$ cat src/rtl/pipelined_adder_tree.sv
// ---------------------------------------------------------------------------
// pipelined_adder_tree
//
// Sums N_INPUTS unsigned IN_WIDTH-bit operands through a registered binary
// tree. Each tree level has one register stage, so the latency is
// LEVELS = $clog2(N_INPUTS) cycles. Every addition widens by one bit, which
// gives a full-precision OUT_WIDTH = IN_WIDTH + LEVELS result.
//
// Ports:
//   clk        single clock, rising edge
//   rst        synchronous, active-high reset
//   in_data    packed operands, operand i = in_data[i*IN_WIDTH +: IN_WIDTH]
//   in_valid   operand set valid
//   in_ready   block can accept this cycle (combinational from output side)
//   out_data   sum of one accepted operand set
//   out_valid  out_data valid
//   out_ready  downstream accepts out_data
//   acc_clear  accumulator clear          (only with ADDER_TREE_ACC_EN)
//   acc_out    running accumulator        (only with ADDER_TREE_ACC_EN)
//
// Optional feature macro: ADDER_TREE_ACC_EN adds a wrapping accumulator of
// consumed sums. Core behaviour is identical with or without it.
//
// Flow control is a global stall: when the output holds valid data that is
// not being taken, every stage freezes. Bubbles are not compressed.
// ---------------------------------------------------------------------------
module pipelined_adder_tree #(
    parameter  int N_INPUTS  = 4,
    parameter  int IN_WIDTH  = 8,
    localparam int LEVELS    = $clog2(N_INPUTS),
    localparam int OUT_WIDTH = IN_WIDTH + LEVELS
) (
    input  logic                         clk,
    input  logic                         rst,
    input  logic [N_INPUTS*IN_WIDTH-1:0] in_data,
    input  logic                         in_valid,
    output logic                         in_ready,
    output logic [OUT_WIDTH-1:0]         out_data,
    output logic                         out_valid,
    input  logic                         out_ready
`ifdef ADDER_TREE_ACC_EN
    ,
    input  logic                         acc_clear,
    output logic [OUT_WIDTH+7:0]         acc_out
`endif
);

    logic              en;
    logic [LEVELS:1]   v_reg;

    // Whole pipeline advances unless the output is holding unconsumed data.
    assign en       = !out_valid || out_ready;
    assign in_ready = en;

    // Valid bits travel alongside the data. Stage 1 data loads even when
    // in_valid is low; the valid bit marks it as a bubble.
    always_ff @(posedge clk) begin
        if (rst) begin
            v_reg <= '0;
        end else if (en) begin
            v_reg[1] <= in_valid;
            for (int k = 2; k <= LEVELS; k++) begin
                v_reg[k] <= v_reg[k-1];
            end
        end
    end

    genvar gi;
    generate
        for (gi = 1; gi <= LEVELS; gi++) begin : gen_level
            localparam int NS = N_INPUTS >> gi;   // partial sums at this level
            localparam int SW = IN_WIDTH + gi;    // width of each partial sum

            logic [SW-1:0] sum_reg  [NS];
            logic [SW-1:0] sum_next [NS];

            if (gi == 1) begin : gen_leaf
                // First level pairs operands (2j, 2j+1) straight from the input.
                always_comb begin
                    for (int j = 0; j < NS; j++) begin
                        sum_next[j] = {1'b0, in_data[(2*j)*IN_WIDTH +: IN_WIDTH]}
                                    + {1'b0, in_data[(2*j+1)*IN_WIDTH +: IN_WIDTH]};
                    end
                end
            end else begin : gen_inner
                // Later levels pair adjacent sums of the previous level.
                always_comb begin
                    for (int j = 0; j < NS; j++) begin
                        sum_next[j] = {1'b0, gen_level[gi-1].sum_reg[2*j]}
                                    + {1'b0, gen_level[gi-1].sum_reg[2*j+1]};
                    end
                end
            end

            always_ff @(posedge clk) begin
                if (rst) begin
                    for (int j = 0; j < NS; j++) begin
                        sum_reg[j] <= '0;
                    end
                end else if (en) begin
                    for (int j = 0; j < NS; j++) begin
                        sum_reg[j] <= sum_next[j];
                    end
                end
            end
        end
    endgenerate

    assign out_data  = gen_level[LEVELS].sum_reg[0];
    assign out_valid = v_reg[LEVELS];

`ifdef ADDER_TREE_ACC_EN
    logic [OUT_WIDTH+7:0] acc_reg;
    logic                 out_fire;

    assign out_fire = out_valid && out_ready;

    // Clear wins over accumulate, but a sum consumed in the clearing cycle
    // becomes the new starting value rather than being lost.
    always_ff @(posedge clk) begin
        if (rst) begin
            acc_reg <= '0;
        end else if (acc_clear) begin
            acc_reg <= out_fire ? {8'd0, out_data} : '0;
        end else if (out_fire) begin
            acc_reg <= acc_reg + {8'd0, out_data};
        end
    end

    assign acc_out = acc_reg;
`endif

endmodule

$ cat config.mk
export PLATFORM = sky130hd
export DESIGN_NAME = pipelined_adder_tree
export DESIGN_NICKNAME = d
export VERILOG_FILES = /design/src/rtl/pipelined_adder_tree.sv
export SDC_FILE = /design/constraint.sdc
export NUM_CORES = 1
export LEC_CHECK = 0
export CAP_MARGIN = 10
export CORE_MARGIN = 1.5
export CORE_UTILIZATION = 50
export CTS_BUF_LIST = sky130_fd_sc_hd__clkbuf_4
export CTS_CLUSTER_SIZE = 28
export DETAILED_ROUTE_END_ITERATION = 6
export PLACE_DENSITY = 0.79
export REMOVE_ABC_BUFFERS = 1
export SYNTH_ARGS = -nofsm -noshare
export SYNTH_HDL_FRONTEND = slang
export SYNTH_SLANG_ARGS = --single-unit
$ cat constraint.sdc
create_clock -name clk -period 3.3 [get_ports clk]
set_clock_uncertainty 0.05 [all_clocks]
set_input_delay 0.825 -clock clk [delete_from_list [all_inputs] [get_ports clk]]
set_output_delay 0.825 -clock clk [all_outputs]
set_load 0.02 [all_outputs]
==> qor.yml <==
status: "finished, final reports clean"
yosys_warnings: 0
rsz0062_at_grt: "no"
grt_pass1_wl_mm: 7.355
finalHoldViolCount: 0
final-instance-count-excl-fill: 322
ys.flop_type: "edfxtp_1"
syn2layout_area_growth_pct: 27.84
worstReg2RegEnd: "gen_level[2].sum_reg[0][8]"
crit_type: "input port to output pin"
cp.required_ns: 2.42
yosys.area.top_type: "edfxtp_1"
synth.area.top_cells: "edfxtp_1 38%, ha_1 14%, a211oi_1 4.0%"
cts-root-buf: "clkbuf_4"
hold_path_class: "register to register"
drt_drc_violations_left: 0
start_util_pct: 51.45
fin_setup_tns_ns: 0
postCtsSetupBuffers: 0
grt_overflow: 0
endpoint: "in_ready"
largest_register_ffs: 28
synthCells: 216
r2r_setup_slack_ns: 1.20
grt_start_max_net_pins: 29
post-dp-hpwl_mm: 3.280
synth_edf_count: 28
fmax_ghz: 0.3429
clk_latency_ns: 0.33
routed_wl_mm: 4.228
synth.avg_cell_area_um2: 10.30
coreArea_um2: 4324
r2r_cells: 5
cts_tree: "yes"
antennaDiodeCount: 0
vias: 1852
holdBufCountCts: 0
drtIter0Drc: 95
endpoint_kind: "output pin"
cts.sinks: 30
cts_resized: 0
fp-row-count: 24
holdWs_ns: 0.4336
critPathLaunchType: "input port"
place_congestion: 0.8657
numPortBuffers: 47
grt_use_total_pct: 19.14
synth_top_cell_area_share_pct: 37.80
powerDensity_nw_per_um2: 427.7
timing.rr.start: "gen_level[1].sum_reg[0][5]"
clk_pin_slew_ns: 0.10
worst_pin_slew_ns: 0.4473
netlist_area_um2: 2225
crit_start: "out_ready"
final_layout_size_suffix_gt1_share_pct: 7.037
die_y_um: 69.70
ios: 48
dp_cells: 314
yosysUniqueCellTypes: 46
h-tree-depth: 2
utilization_pct: 65.77
dieArea_um2: 4858
numCtsBuffers: 5
finalSetupViolCount: 0
synth-async-reset-ratio_pct: 0
fp.dieW_um: 69.70
ant_nets: 0
finalMaxSlewViolations: 0
period_share_pct: 88.36
drt-pass1-iter-count: 4
nets: 333
clockBufferDepth: 2
synth-seq-cells: 30
cp_max_fo: 6
wl_per_cell_um: 13.13
first_global_vias: 1716
p_leak_nw: 1.161
finalCriticalPeriod_ns: 2.916
arrival_ns: 2.04
antenna_found_initial: 0
viasPerCell: 5.752
drv_cap: 0
ir_drop_v: 0.0001981
slew-limit-headroom_pct: 70.18
ys_seq_area_share_pct: 39.60
-- layout make-up --
| type | count | area [um^2] |
|---|---|---|
| Clock buffer | 6 | 45.04 |
| Sequential cell | 30 | 880.8 |
| Tap cell | 52 | 65.06 |
| Fill cell | 364 | 1480 |
| Clock inverter | 2 | 37.54 |
| Multi-Input combinational cell | 175 | 1292 |
| Inverter | 6 | 22.52 |
| Timing Repair Buffer | 51 | 500.5 |
-- stage by stage --
step                      setup slack (ns)  total power, mW  instance area, um^2
final                               0.3840            1.216                 2844
after global routing                0.2965            1.295                 2844
after CTS                           0.3750            1.227                 2844
after detailed placement            0.1400           0.9304                 2761
after global placement              0.1929           0.9186                 2761
after floorplan                     0.6964           0.7772                 2196
-- worst min-delay path by stage --
stage / endpoint / depth (start not counted) / startpoint
final: v_reg[2] / 2 / v_reg[1]
after global routing: v_reg[2] / 2 / v_reg[1]
after CTS: v_reg[2] / 2 / v_reg[1]
after detailed placement: v_reg[2] / 2 / v_reg[1]
after global placement: v_reg[2] / 2 / v_reg[1]
after floorplan: v_reg[2] / 2 / v_reg[1]
-- metal layers --
layer  GRT usage [%]  part of all wire, %  vias up
met4           8.333                  2.3        0
met5               0                    0        -
li1                -                    -      944
met3           4.797                  4.1        7
met2           32.80                   49       47
met1           22.77                   44      854
-- worst max-delay path: stages --
cell and delay [ns]:
clkdlybuf4s50_1 0.45, nor2b_4 0.19, inv_1 0.05, clkdlybuf4s50_1 0.53
-- synth_stat cells, drive strengths merged, types with 2 or more instances --
| cell type | instances |
|---|---|
| o21bai | 5 |
| a21o | 5 |
| or4b | 2 |
| o211ai | 2 |
| o2111ai | 4 |
| clkbuf | 2 |
| o21a | 2 |
| nand2b | 6 |
| ha | 25 |
| a21oi | 8 |
| and2 | 7 |
| nor3 | 11 |
| a211oi | 12 |
| nand2 | 5 |
| buf | 3 |
| o21ai | 17 |
| edfxtp | 28 |
| inv | 6 |
| xnor2 | 3 |
| nand4b | 2 |
| nor2 | 19 |
| nor2b | 5 |
| a211o | 2 |
| dfxtp | 2 |
| nand3 | 7 |
| nor3b | 3 |
| or4 | 4 |
| and3 | 2 |
| fa | 3 |
-- kinds of logic after synthesis --
family / count (synthesis) / synth area share (%)
AO/OA/AOI/OAI: 62 / 18.67
XOR/XNOR: 3 / 1.181
adder cells (fa/ha/maj): 28 / 16.76
buffers and inverters: 11 / 2.306
flip-flops: 30 / 39.60
multiplexers: 1 / 0.4500
AND/OR/NAND/NOR: 81 / 21.04
-- layout by cell type, fill, tap and decap left out, drive strengths merged, types with 2 or more instances in the layout --
cell           instances
inv                    6
nand3                  7
edfxtp                28
nand2                  5
clkdlybuf4s50         47
o211ai                 2
o21a                   2
o2111ai                4
and2                   7
xnor2                  3
nand2b                 6
a21o                   5
a211oi                12
clkbuf                 6
nand4b                 2
or4                    4
o21bai                 5
a21oi                  8
nor3b                  3
a211o                  2
nor2                  19
fa                     3
ha                    25
o21ai                 17
buf                    4
and3                   2
nor2b                  5
or4b                   2
dfxtp                  2
nor3                  11
-- power breakdown --
part           total [mW]  internal, mW  switching [mW]
clock network       0.294         0.168           0.126
logic               0.424         0.212           0.213
registers           0.498         0.481          0.0171
total                1.22         0.860           0.356
Power figures use the tool's default switching activity.
==> RTL change, RTL diff (same settings) <==
Build with the macro `ADDER_TREE_ACC_EN` defined.
--- a/src/rtl/pipelined_adder_tree.sv
+++ b/src/rtl/pipelined_adder_tree.sv
@@ -24,6 +24,8 @@
 // Flow control is a global stall: when the output holds valid data that is
 // not being taken, every stage freezes. Bubbles are not compressed.
 // ---------------------------------------------------------------------------
+`define ADDER_TREE_ACC_EN
+
 module pipelined_adder_tree #(
     parameter  int N_INPUTS  = 4,
     parameter  int IN_WIDTH  = 8,
Interface: changed (added acc_clear and acc_out); port bits go from 48 to 67. No check against the original RTL was run, so the function may have changed too.
==> RTL change against the unedited design <==
Design area up 41%. Non-clock buffer count up 22. Synthesized cell count rose by 60%. Wire length up 51%. Combinational power rose by 8.3%. Setup slack got worse by 0.056 ns. Total power is 21% higher. Count of clock-buffer cells in the layout up 1. Synthesized area increased by 43%. Final cell count is 52% higher. Sequential cell count is 18 higher. First-iteration DRC count rose by 22%.
==> RTL change: results (changes against the unedited design) <==
sequential fraction of the synthesis area: 39.1% (was 39.6%)
WL per Instance: 13.0 µm (was 13.1 µm)
HP Start: acc_out[17] (was v_reg[1])
leakage: 1.63 nW (was 1.16 nW)
status: completed (unchanged)
Worst-Skew Late Latency: 0.36 ns (was 0.33 ns)
switching share of power: 30.7% (was 29.3%)
Sequential Power Share: 50.0% (was 40.9%)
Port Buffers: 66 (was 47)
pre-CTS WS: 0.299 ns (was 0.140 ns)
Iter 0 DRT Violations: 116 (was 95)
worst-margin pin slew: 0.436 ns (was 0.447 ns)
Placed Area: 0.00394 mm² (was 0.00276 mm²)
CP max FO: 3 (was 6)
M2 GR Usage: 35.9% (was 32.8%)
share of flip-flops with an asynchronous set or reset: 0% (unchanged)
reg-to-reg critical path startpoint: gen_level[2].sum_reg[0][0] (was gen_level[1].sum_reg[0][5])
Synth Area per Inst: 9.20 µm² (was 10.3 µm²)
routed vias: 2754 (was 1852)
Power Combinational: 0.459 mW (was 0.424 mW)
vias in the first global route: 2554 (was 1716)
Unique masters post-synth: 43 (was 46)
HPWL Detailed: 5.07 mm (was 3.28 mm)
Synth area leaders: edfxtp_1, ha_1, dfxtp_1 (was edfxtp_1, ha_1, a211oi_1)
RePlAce Congestion: 0.926 (was 0.866)
CTS Root Cell: clkbuf_4 (unchanged)
Inst Count DP: 483 (was 314)
FILL cells: 500 (was 364)
Non-Filler Instances: 491 (was 322)
met3 usage: 3.85% (was 4.80%)
share of post-route cells with drive strength above 1: 4.81% (was 7.04%)
met1 GRT Util: 24.5% (was 22.8%)
first-pass GRT wire length: 10.9 mm (was 7.36 mm)
commonest cells in the netlist: nor2_1, ha_1, a21oi_1 (was edfxtp_1, ha_1, nor2_1)
RTL change: cell families after synthesis:
kind of cell               Yosys count  share of synthesized area (%)
AOI/OAI and AO/OA                   96                           19.0
xor gates and xnor gates            18                           4.97
adders and majority gates           39                           16.3
buffers and inverters               23                           2.72
DFF                                 48                           39.1
and+or+nand+nor                    121                           17.8
RTL change: critical path: stages:
cell and delay [ns]:
clkdlybuf4s50_1 0.49, nor2b_1 0.07, inv_1 0.09, clkdlybuf4s50_1 0.61
RTL change: routing by layer:
metal	vias up	routed length, µm
li1	1394	-
met1	1248	2830
met2	92	3000
met3	20	332
met4	0	218
met5	-	0
RTL change: final cells by class:
| type | instances | area [µm²] | share of cell area, % |
|---|---|---|---|
| sequential | 48 | 1240 | 31.0 |
| multi-input combinational | 274 | 1850 | 46.2 |
| clock buffer | 7 | 52.6 | 1.31 |
| tap | 75 | 93.8 | 2.35 |
| timing repair buffer | 73 | 713 | 17.8 |
| inverter | 13 | 48.8 | 1.22 |
| clock inverter | 1 | 3.75 | 0.0939 |
RTL change: path summary, 6_finish.rpt:
| path | slack, ns | cells after the start | endpoint |
|---|---|---|---|
| worst max-delay path | 0.33 | 4 | in_ready |
| worst min-delay path | 0.44 | 2 | acc_out[17] |
| worst max register to register | 0.79 | 8 | acc_out[14] |
| worst min register to register | 0.44 | 2 | acc_out[17] |
RTL change: metrics by stage:
step | hold WS (ns) | util (%) | power, mW
2_1_floorplan | 0.376 | - | 1.04
3_3_place_gp | 0.392 | 65.4 | 1.19
3_5_place_dp | 0.430 | 65.4 | 1.21
4_1_cts | 0.448 | 66.4 | 1.49
5_1_grt | 0.468 | 66.4 | 1.56
6_report | 0.444 | 66.4 | 1.48
